File: config.mk
export PLATFORM = sky130hd
export DESIGN_NAME = disp_arbiter
export DESIGN_NICKNAME = d
export VERILOG_FILES = /design/src/rtl/disp_arb_pkg.sv /design/src/rtl/disp_rr_pick.sv /design/src/rtl/disp_arbiter.sv
export SDC_FILE = /design/constraint.sdc
export NUM_CORES = 1
export LEC_CHECK = 0
export BUFFER_PORTS_ARGS = -buffer_cell sky130_fd_sc_hd__buf_2
export CORE_MARGIN = 1.5
export CORE_UTILIZATION = 45
export DETAILED_ROUTE_END_ITERATION = 12
export GPL_ROUTABILITY_DRIVEN = 0
export GPL_TIMING_DRIVEN = 0
export PLACE_DENSITY = 0.81
export SLEW_MARGIN = 20
export SYNTH_ARGS = -nofsm -noshare
export SYNTH_HDL_FRONTEND = slang
export SYNTH_HIERARCHICAL = 1
export SYNTH_SLANG_ARGS = --single-unit
File: constraint.sdc
create_clock -name clk -period 2.8 [get_ports clk]
set_clock_uncertainty 0.1 [all_clocks]
set_input_delay 0.56 -clock clk [delete_from_list [all_inputs] [get_ports clk]]
set_output_delay 0.56 -clock clk [all_outputs]
set_load 0.005 [all_outputs]
File: src/rtl/disp_arb_pkg.sv
// Shared types and constants for the display arbiter.
package disp_arb_pkg;

  localparam int N_REQ = 3;

  localparam int REQ_CPU = 0;
  localparam int REQ_PC  = 1;
  localparam int REQ_SW  = 2;

  typedef enum logic [1:0] {
    IDLE  = 2'd0,
    GRANT = 2'd1,
    HOLD  = 2'd2
  } arb_state_e;

  typedef logic [1:0] req_idx_t;

  // Successor of a requester index, wrapping at N_REQ.
  function automatic req_idx_t next_idx(input req_idx_t i);
    return (i == req_idx_t'(N_REQ - 1)) ? req_idx_t'(0) : req_idx_t'(i + 2'd1);
  endfunction

endpackage

File: src/rtl/disp_rr_pick.sv
// Combinational round-robin picker: first set, non-excluded request
// found scanning from ptr upward (mod N_REQ).
module disp_rr_pick
  import disp_arb_pkg::*;
(
  input  logic [N_REQ-1:0] req,
  input  req_idx_t         ptr,
  input  logic [N_REQ-1:0] excl,
  output req_idx_t         winner,
  output logic             valid
);

  logic [N_REQ-1:0] cand;
  req_idx_t         idx;

  // Scan candidates in round-robin order and keep the first hit.
  always_comb begin
    cand   = req & ~excl;
    winner = '0;
    valid  = 1'b0;
    idx    = ptr;
    for (int k = 0; k < N_REQ; k++) begin
      if (!valid && cand[idx]) begin
        winner = idx;
        valid  = 1'b1;
      end
      idx = next_idx(idx);
    end
  end

endmodule

File: src/rtl/disp_arbiter.sv
// Display arbiter: three requesters share one tube driver word.
// A grant is held for at least HOLD_CYCLES before a competitor may
// preempt it; the owner can release at any time by dropping req.
// Optional blinking of selected digits is enabled with DISP_BLINK_EN.
//
// state | meaning
// IDLE  | no owner, waiting for any request
// GRANT | owner within its minimum tenure, cannot be preempted
// HOLD  | tenure served, competitor requests take over
module disp_arbiter
  import disp_arb_pkg::*;
#(
  parameter int HOLD_CYCLES = 100000000,
  parameter int BLINK_HALF  = 25000000
) (
  input  logic             clk,
  input  logic             rst,
  input  logic [N_REQ-1:0] req,
  input  logic [N_REQ-1:0] upd,
  input  logic [31:0]      data0,
  input  logic [31:0]      data1,
  input  logic [31:0]      data2,
  input  logic [7:0]       blink_mask,
  output logic [N_REQ-1:0] gnt,
  output logic [31:0]      show_data,
  output logic [7:0]       blank,
  output logic             busy
);

  localparam int HW = $clog2(HOLD_CYCLES + 1);
  localparam logic [HW-1:0] HOLD_LAST = HW'(HOLD_CYCLES - 1);

  arb_state_e       state_q, state_d;
  req_idx_t         ptr_q, ptr_d;
  logic [N_REQ-1:0] gnt_q, gnt_d;
  logic [31:0]      show_q, show_d;
  logic [HW-1:0]    hold_cnt_q, hold_cnt_d;
  logic             busy_q;

  req_idx_t         owner_idx;
  logic             owner_req;
  logic             owner_upd;
  req_idx_t         pick_win;
  logic             pick_valid;

  function automatic logic [31:0] sel_data(input req_idx_t i, input logic [31:0] d0,
                                           input logic [31:0] d1, input logic [31:0] d2);
    case (i)
      req_idx_t'(REQ_CPU): return d0;
      req_idx_t'(REQ_PC):  return d1;
      default:             return d2;
    endcase
  endfunction

  // The current owner is excluded, so in HOLD the pick is a competitor;
  // in IDLE gnt is zero and nothing is excluded.
  disp_rr_pick u_pick (
    .req    (req),
    .ptr    (ptr_q),
    .excl   (gnt_q),
    .winner (pick_win),
    .valid  (pick_valid)
  );

  // Decode the owner index and its req/upd from the one-hot grant.
  always_comb begin
    owner_idx = '0;
    for (int i = 0; i < N_REQ; i++) begin
      if (gnt_q[i]) owner_idx = req_idx_t'(i);
    end
    owner_req = |(req & gnt_q);
    owner_upd = |(upd & gnt_q);
  end

  // Next-state, grant, displayed word and tenure counter.
  always_comb begin
    state_d    = state_q;
    ptr_d      = ptr_q;
    gnt_d      = gnt_q;
    show_d     = show_q;
    hold_cnt_d = hold_cnt_q;
    unique case (state_q)
      IDLE: begin
        if (pick_valid) begin
          state_d    = GRANT;
          gnt_d      = {{(N_REQ-1){1'b0}}, 1'b1} << pick_win;
          show_d     = sel_data(pick_win, data0, data1, data2);
          hold_cnt_d = '0;
          ptr_d      = next_idx(pick_win);
        end
      end
      GRANT, HOLD: begin
        if (!owner_req) begin
          // Release: word stays on the display, a final update still lands.
          state_d    = IDLE;
          gnt_d      = '0;
          hold_cnt_d = '0;
          if (owner_upd) show_d = sel_data(owner_idx, data0, data1, data2);
        end else if (state_q == HOLD && pick_valid) begin
          // Handover: the new owner's word wins over any owner update.
          state_d    = GRANT;
          gnt_d      = {{(N_REQ-1){1'b0}}, 1'b1} << pick_win;
          show_d     = sel_data(pick_win, data0, data1, data2);
          hold_cnt_d = '0;
          ptr_d      = next_idx(pick_win);
        end else begin
          if (owner_upd) show_d = sel_data(owner_idx, data0, data1, data2);
          if (state_q == GRANT) begin
            if (hold_cnt_q != HOLD_LAST) hold_cnt_d = hold_cnt_q + 1'b1;
            if (hold_cnt_d == HOLD_LAST) state_d = HOLD;
          end
        end
      end
      default: begin
        state_d = IDLE;
        gnt_d   = '0;
      end
    endcase
  end

  // State and datapath registers with synchronous active-low reset.
  always_ff @(posedge clk) begin
    if (!rst) begin
      state_q    <= IDLE;
      ptr_q      <= '0;
      gnt_q      <= '0;
      show_q     <= '0;
      hold_cnt_q <= '0;
      busy_q     <= 1'b0;
    end else begin
      state_q    <= state_d;
      ptr_q      <= ptr_d;
      gnt_q      <= gnt_d;
      show_q     <= show_d;
      hold_cnt_q <= hold_cnt_d;
      busy_q     <= |gnt_d;
    end
  end

`ifdef DISP_BLINK_EN
  localparam int BW = $clog2(BLINK_HALF + 1);
  localparam logic [BW-1:0] BLINK_LAST = BW'(BLINK_HALF - 1);

  logic [BW-1:0] blink_cnt_q;
  logic          phase_q;

  // Blink phase toggles every BLINK_HALF busy cycles, restarting on any grant change.
  always_ff @(posedge clk) begin
    if (!rst) begin
      blink_cnt_q <= '0;
      phase_q     <= 1'b0;
    end else if (gnt_d != gnt_q) begin
      blink_cnt_q <= '0;
      phase_q     <= 1'b0;
    end else if (busy_q) begin
      if (blink_cnt_q == BLINK_LAST) begin
        blink_cnt_q <= '0;
        phase_q     <= ~phase_q;
      end else begin
        blink_cnt_q <= blink_cnt_q + 1'b1;
      end
    end
  end

  assign blank = blink_mask & {8{phase_q}};
`else
  logic unused_blink;
  assign unused_blink = ^{blink_mask, 1'(BLINK_HALF)};
  assign blank        = 8'h00;
`endif

  assign gnt       = gnt_q;
  assign show_data = show_q;
  assign busy      = busy_q;

endmodule

After elaboration in Yosys (flattened, before gate mapping). Cells that the tools add are included. Widths: inputs -> output; s select.

Input bits: 112. Word-level logic and storage cells: 97. Bits in registers: 67. Output and inout port bits: 44.

Shift operators: 1. Add/sub/neg operators: 4. Bitwise logic cells: 4. Reductions and logical operators: 17. Order comparisons: 3. Multiplexer cells: 48. Eq/ne operators: 14.

Operators with widths (count): $mux 27 (9); $pmux 32 s2 (3); $mux 32 (4); $pmux 27 s2 (1); $mux 2 (15); $add 27x1->27 const B (1); $eq 27x27->1 const B (1); $ne 27x27->1 const B (1); $and 3x3->3 (3); $lt 2x3->1 const B (3); $mux 3 (3); $reduce_or 3->1 (3); $eq 2x2->1 const B (4); $ne 4x4->1 const B (2); $pmux 2 s2 (2); $mux 1 (7); $add 2x1->2 const B (3); $bmux 1 s2 (3); $eq 2x1->1 const B (3); $logic_not 2->1 (3); $ne 2x2->1 const B (3); $pmux 3 s2 (1); $reduce_and 3->1 (2); $reduce_and 4->1 (1); 7 further kinds (10).

Logic depth before layout (Yosys ltp).
Word-level depth: 21. Gate-level depth with buffers: 11.

Cells and area by module. Netlist, hierarchy kept.

Modules (own cells, without submodules): disp_arbiter (area each 5343.9 sq um, times used 1, cells each 661, seq. area each 1341.3 sq um); disp_rr_pick (area each 72.6 sq um, times used 1, cells each 11, seq. area each 0.0 sq um).

Least setup slack after synthesis. Ideal clock, no wire load.

Path type: reg2reg. Start point: reg hold_cnt_q[0]. End point: reg state_q[0]. Data arrival time: 2.612 ns. Buffers on the path: 2. Stages on the path, launching flop included: 11. Clock period less this slack: 2.787 ns. Slack: 0.013 ns. Cell sequence: dfxtp_1 -> ha_1 -> and4_1 -> buf_2 -> nand4_1 -> or4_1 -> clkbuf_1 -> a221oi_1 -> nand4_1 -> o31a_2 -> o22ai_1.

Cells in the longest elaborated chain, start to end: 9. Elaborated cells on any way between the ends: 10. Those cells by class: 1 x add/sub; 3 x eq/ne; 5 x mux; 1 x reduce/logical.

RTL lines: start: declaration (RTL line disp_arbiter.sv:37) `logic [HW-1:0] hold_cnt_q, hold_cnt_d;`; start signal: assignment (RTL line disp_arbiter.sv:135) `hold_cnt_q <= hold_cnt_d;`; $add 27x1->27 / $ne 27x27->1 (equally long branches) (RTL line disp_arbiter.sv:109) `if (hold_cnt_q != HOLD_LAST) hold_cnt_d = hold_cnt_q + 1'b1;`; $mux 27 * (RTL line disp_arbiter.sv:109); $mux 27 * (RTL line disp_arbiter.sv:108) `if (state_q == GRANT) begin`; $mux 27 * (RTL line disp_arbiter.sv:99) `end else if (state_q == HOLD && pick_valid) begin`; $mux 27 * (RTL line disp_arbiter.sv:93) `if (!owner_req) begin`; $mux 27 * (RTL line disp_arbiter.sv:82) `unique case (state_q)`; $eq 27x27->1 * (RTL line disp_arbiter.sv:110) `if (hold_cnt_d == HOLD_LAST) state_d = HOLD;`; $ne 4x4->1 (no source line) *; $reduce_and 3->1 (no source line) *; end signal: assignment (RTL line disp_arbiter.sv:131) `state_q <= state_d;`; end: declaration (RTL line disp_arbiter.sv:33) `arb_state_e state_q, state_d;`.

Every way passes the cells marked *; elsewhere a longest branch is shown, timed or not. The select of a mux whose other input is x is not followed. A chain may end at the register's enable or synchronous reset.

Worst setup path in the final report.
Start point: reg hold_cnt_q[1]. End point: reg state_q[0].

Same word-level chain as after synthesis.

==> results.py <==
metrics = {
    "outcome": {
        "status": "completed",
    },
    "flow_run": {
        "maxCapViolations": 0,
    },
    "sta": {
        "relSlewSlack_pct": 49.79,
        "finalSetupViolCount": 0,
        "min_period_ns": 2.731,
        "hold_violations": 0,
        "fin_setup_tns_ns": 0,
        "period_share_pct": 97.54,
        "max_freq_mhz": 366.2,
        "slew_violations": 0,
        "worst_pin_slew_ns": 0.7532,
    },
    "synth": {
        "syn_inst": 672,
        "yosys_warnings": 6,
        "synth_seq_area_share_pct": 24.76,
        "synth_top_flop_cell": "dfxtp_1",
        "yosysUniqueCellTypes": 64,
        "avgSynthCellArea_um2": 8.060,
        "synthArstFlopShare_pct": 0,
        "synth_top_cell_by_area": "dfxtp_1",
        "ys_ff_latch": 67,
        "synth.area.top_cells": "dfxtp_1 25%, mux2i_1 12%, mux2_2 10%, o21ai_0 7.9%, a21oi_1 5.0%",
        "synth_edf_count": 0,
        "synth_area_um2": 5416,
        "synth_top_area_share_pct": 24.76,
    },
    "critical_path": {
        "setup.worst_path.end_class": "register",
        "crit_type": "reg2reg",
        "reg2reg_depth": 10,
        "rrSetupSlack_ns": 0.07,
        "arrival_ns": 2.90,
        "r2r-end": "state_q[0]",
        "critPathMaxFanout": 8,
        "cp.required_ns": 2.97,
        "start_kind": "register",
        "reg2reg_from": "hold_cnt_q[1]",
    },
    "die": {
        "core_area_um2": 11560,
        "ioPinCount": 156,
        "design.die.area_um2": 12700,
        "dieHeight_um": 112.7,
        "die-width_um": 112.7,
        "row_count": 39,
        "start_util_pct": 46.84,
    },
    "cells_and_area": {
        "instances_no_fill": 978,
        "antennaDiodeCount": 0,
        "area_growth_pct": 25.64,
        "drive_gt1_share_pct": 33.41,
        "final_area_um2": 6805,
        "fillers": 970,
        "nets": 947,
    },
    "power": {
        "p_sw_share_pct": 30.97,
        "design_power_total_w": 0.003506,
        "p_seq_share_pct": 32.0,
        "power_density_nw_per_um2": 515.2,
        "power.switching_w": 0.001086,
        "power_leakage_nw": 2.644,
        "clkPwrFrac_pct": 37.4,
        "p_int_w": 0.002420,
        "combPwrFrac_pct": 30.5,
        "peakVddDrop_mv": 0.3168,
    },
    "placed_design": {
        "dp_hpwl_mm": 12.05,
        "io_buffers": 138,
        "placed_area_um2": 6312,
        "dp.cells": 960,
    },
    "clocking": {
        "cts_made_buffers": 9,
        "cts_tree": "built",
        "cts_num_sinks": 67,
        "clk_path_buf_depth": 2,
        "hold_buffers": 0,
        "cts_root_buf": "clkbuf_16",
        "clk_pin_slew_ns": 0.06,
        "clkLatencyLatePin_ns": 0.34,
        "htree_levels": 3,
    },
    "global_route": {
        "grt_pass1_vias": 5464,
        "grt.overflow.total": 0,
        "grt_start_max_net_pins": 13,
        "grtUsageTotal_pct": 25.81,
        "antenna_found_initial": 0,
        "grt_pass1_wl_mm": 26.60,
    },
    "worst_hold_path": {
        "whs_path_depth": 2,
        "min_from": "show_data[30]",
        "holdPathEnd": "show_data[30]",
        "hold_class": "reg2reg",
    },
    "drt": {
        "wire_per_inst_um": 17.01,
        "drt_iter0_drc": 346,
        "via_per_inst": 5.936,
        "dr.pass1.iters": 5,
        "num_vias": 5805,
        "drtAntennaViolNets": 0,
        "drc": 0,
        "wl_mm": 16.63,
    },
}
## cell families after synthesis
family,synth area share (%)
AO/OA/AOI/OAI,21.71
XOR/XNOR,1.294
adder cells (fa/ha/maj),0.9240
buffers and inverters,8.062
flip-flops,24.76
multiplexers,22.59
other,0.06923
AND/OR/NAND/NOR,20.58
## worst max-delay path by stage
stage                    end  cells past startpoint            from
2_1_floorplan     state_q[0]                     10   hold_cnt_q[0]
3_3_place_gp   show_data[30]                     11          req[0]
3_5_place_dp   show_data[25]                     11          req[0]
4_1_cts           state_q[0]                     10   hold_cnt_q[1]
5_1_grt           state_q[0]                      8  hold_cnt_q[10]
6_report          state_q[0]                     10   hold_cnt_q[1]
## registers in the layout (all words and copies together) (netlist names)
signal	cells
busy	1
gnt	3
hold_cnt_q	27
ptr_q	2
show_data	32
state_q	2
## layout make-up
cell class	count	area [um2]	area share (%)
clock inverters	6	115.1	1.691
well taps	143	178.9	2.629
clock buffers	9	225.2	3.309
flip-flops and latches	67	1351	19.86
plain buffers	65	410.4	6.031
multi-input cells	533	3751	55.12
repair buffers	143	728.2	10.70
inverters	12	45.04	0.6619
## worst max-delay path, stage by stage, from the launching register on
cell and delay [ns]:
dfxtp_4 0.38, ha_4 0.14, and4_1 0.21, buf_6 0.14
nand4_1 0.13, buf_4 0.20, nor4_2 0.22, nor3_1 0.10
or4_4 0.57, o31a_2 0.36, o22ai_1 0.10
## layout by cell type, fill, tap and decap left out, types with 17 or more instances in the layout
| master | count |
|---|---|
| dfxtp_1 | 63 |
| a22o_1 | 18 |
| nand2_1 | 41 |
| mux2i_1 | 66 |
| clkbuf_1 | 30 |
| nor2_1 | 21 |
| o21ai_0 | 85 |
| a21oi_1 | 51 |
| buf_2 | 140 |
| mux2_2 | 50 |
| nor2b_1 | 17 |
| nand3_1 | 31 |
## metal layers
layer | vias up | share of wire (%) | GRT usage, %
met4 | 0 | 2.6 | 10.13
li1 | 2787 | - | -
met1 | 2709 | 40 | 30.96
met3 | 37 | 7.7 | 4.928
met2 | 272 | 50 | 45.61
met5 | - | 0 | 0
## power by group through the flow
stage / registers [W] / clock network (W) / logic, W
3_5_place_dp: 0.00114 / 0 / 0.00104
5_1_grt: 0.00113 / 0.00136 / 0.00117
3_3_place_gp: 0.00114 / 0 / 0.00101
6_report: 0.00112 / 0.00131 / 0.00107
2_1_floorplan: 0.00114 / 0 / 0.000661
4_1_cts: 0.00112 / 0.00131 / 0.00105
## metrics by stage
| step | utilization (%) | setup slack, ns | hold slack (ns) |
|---|---|---|---|
| 2_1_floorplan | - | 0.01339 | 0.3782 |
| 3_3_place_gp | 54.58 | -0.7499 | 0.4019 |
| 3_5_place_dp | 54.58 | -0.7558 | 0.4262 |
| 4_1_cts | 58.09 | 0.005565 | 0.4350 |
| 5_1_grt | 58.84 | -0.03886 | 0.4396 |
| 6_report | 58.84 | 0.06890 | 0.4285 |
## what timing repair did
item,in CTS,in global routing
endpoints found under the setup margin,60,63
gates resized for setup,21,29
pin swaps,2,6
buffers inserted,1,4
## cells in the mapped netlist, types with 8 or more instances
| cell type | n |
|---|---|
| a21boi_0 | 8 |
| a21oi_1 | 54 |
| a22o_1 | 18 |
| buf_4 | 9 |
| clkbuf_1 | 43 |
| dfxtp_1 | 67 |
| inv_1 | 11 |
| mux2_2 | 50 |
| mux2i_1 | 66 |
| nand2_1 | 41 |
| nand3_1 | 31 |
| nand4_1 | 11 |
| nor2_1 | 21 |
| nor2b_1 | 17 |
| nor3_1 | 14 |
| o21ai_0 | 85 |
(Power assumes the default switching activity.)
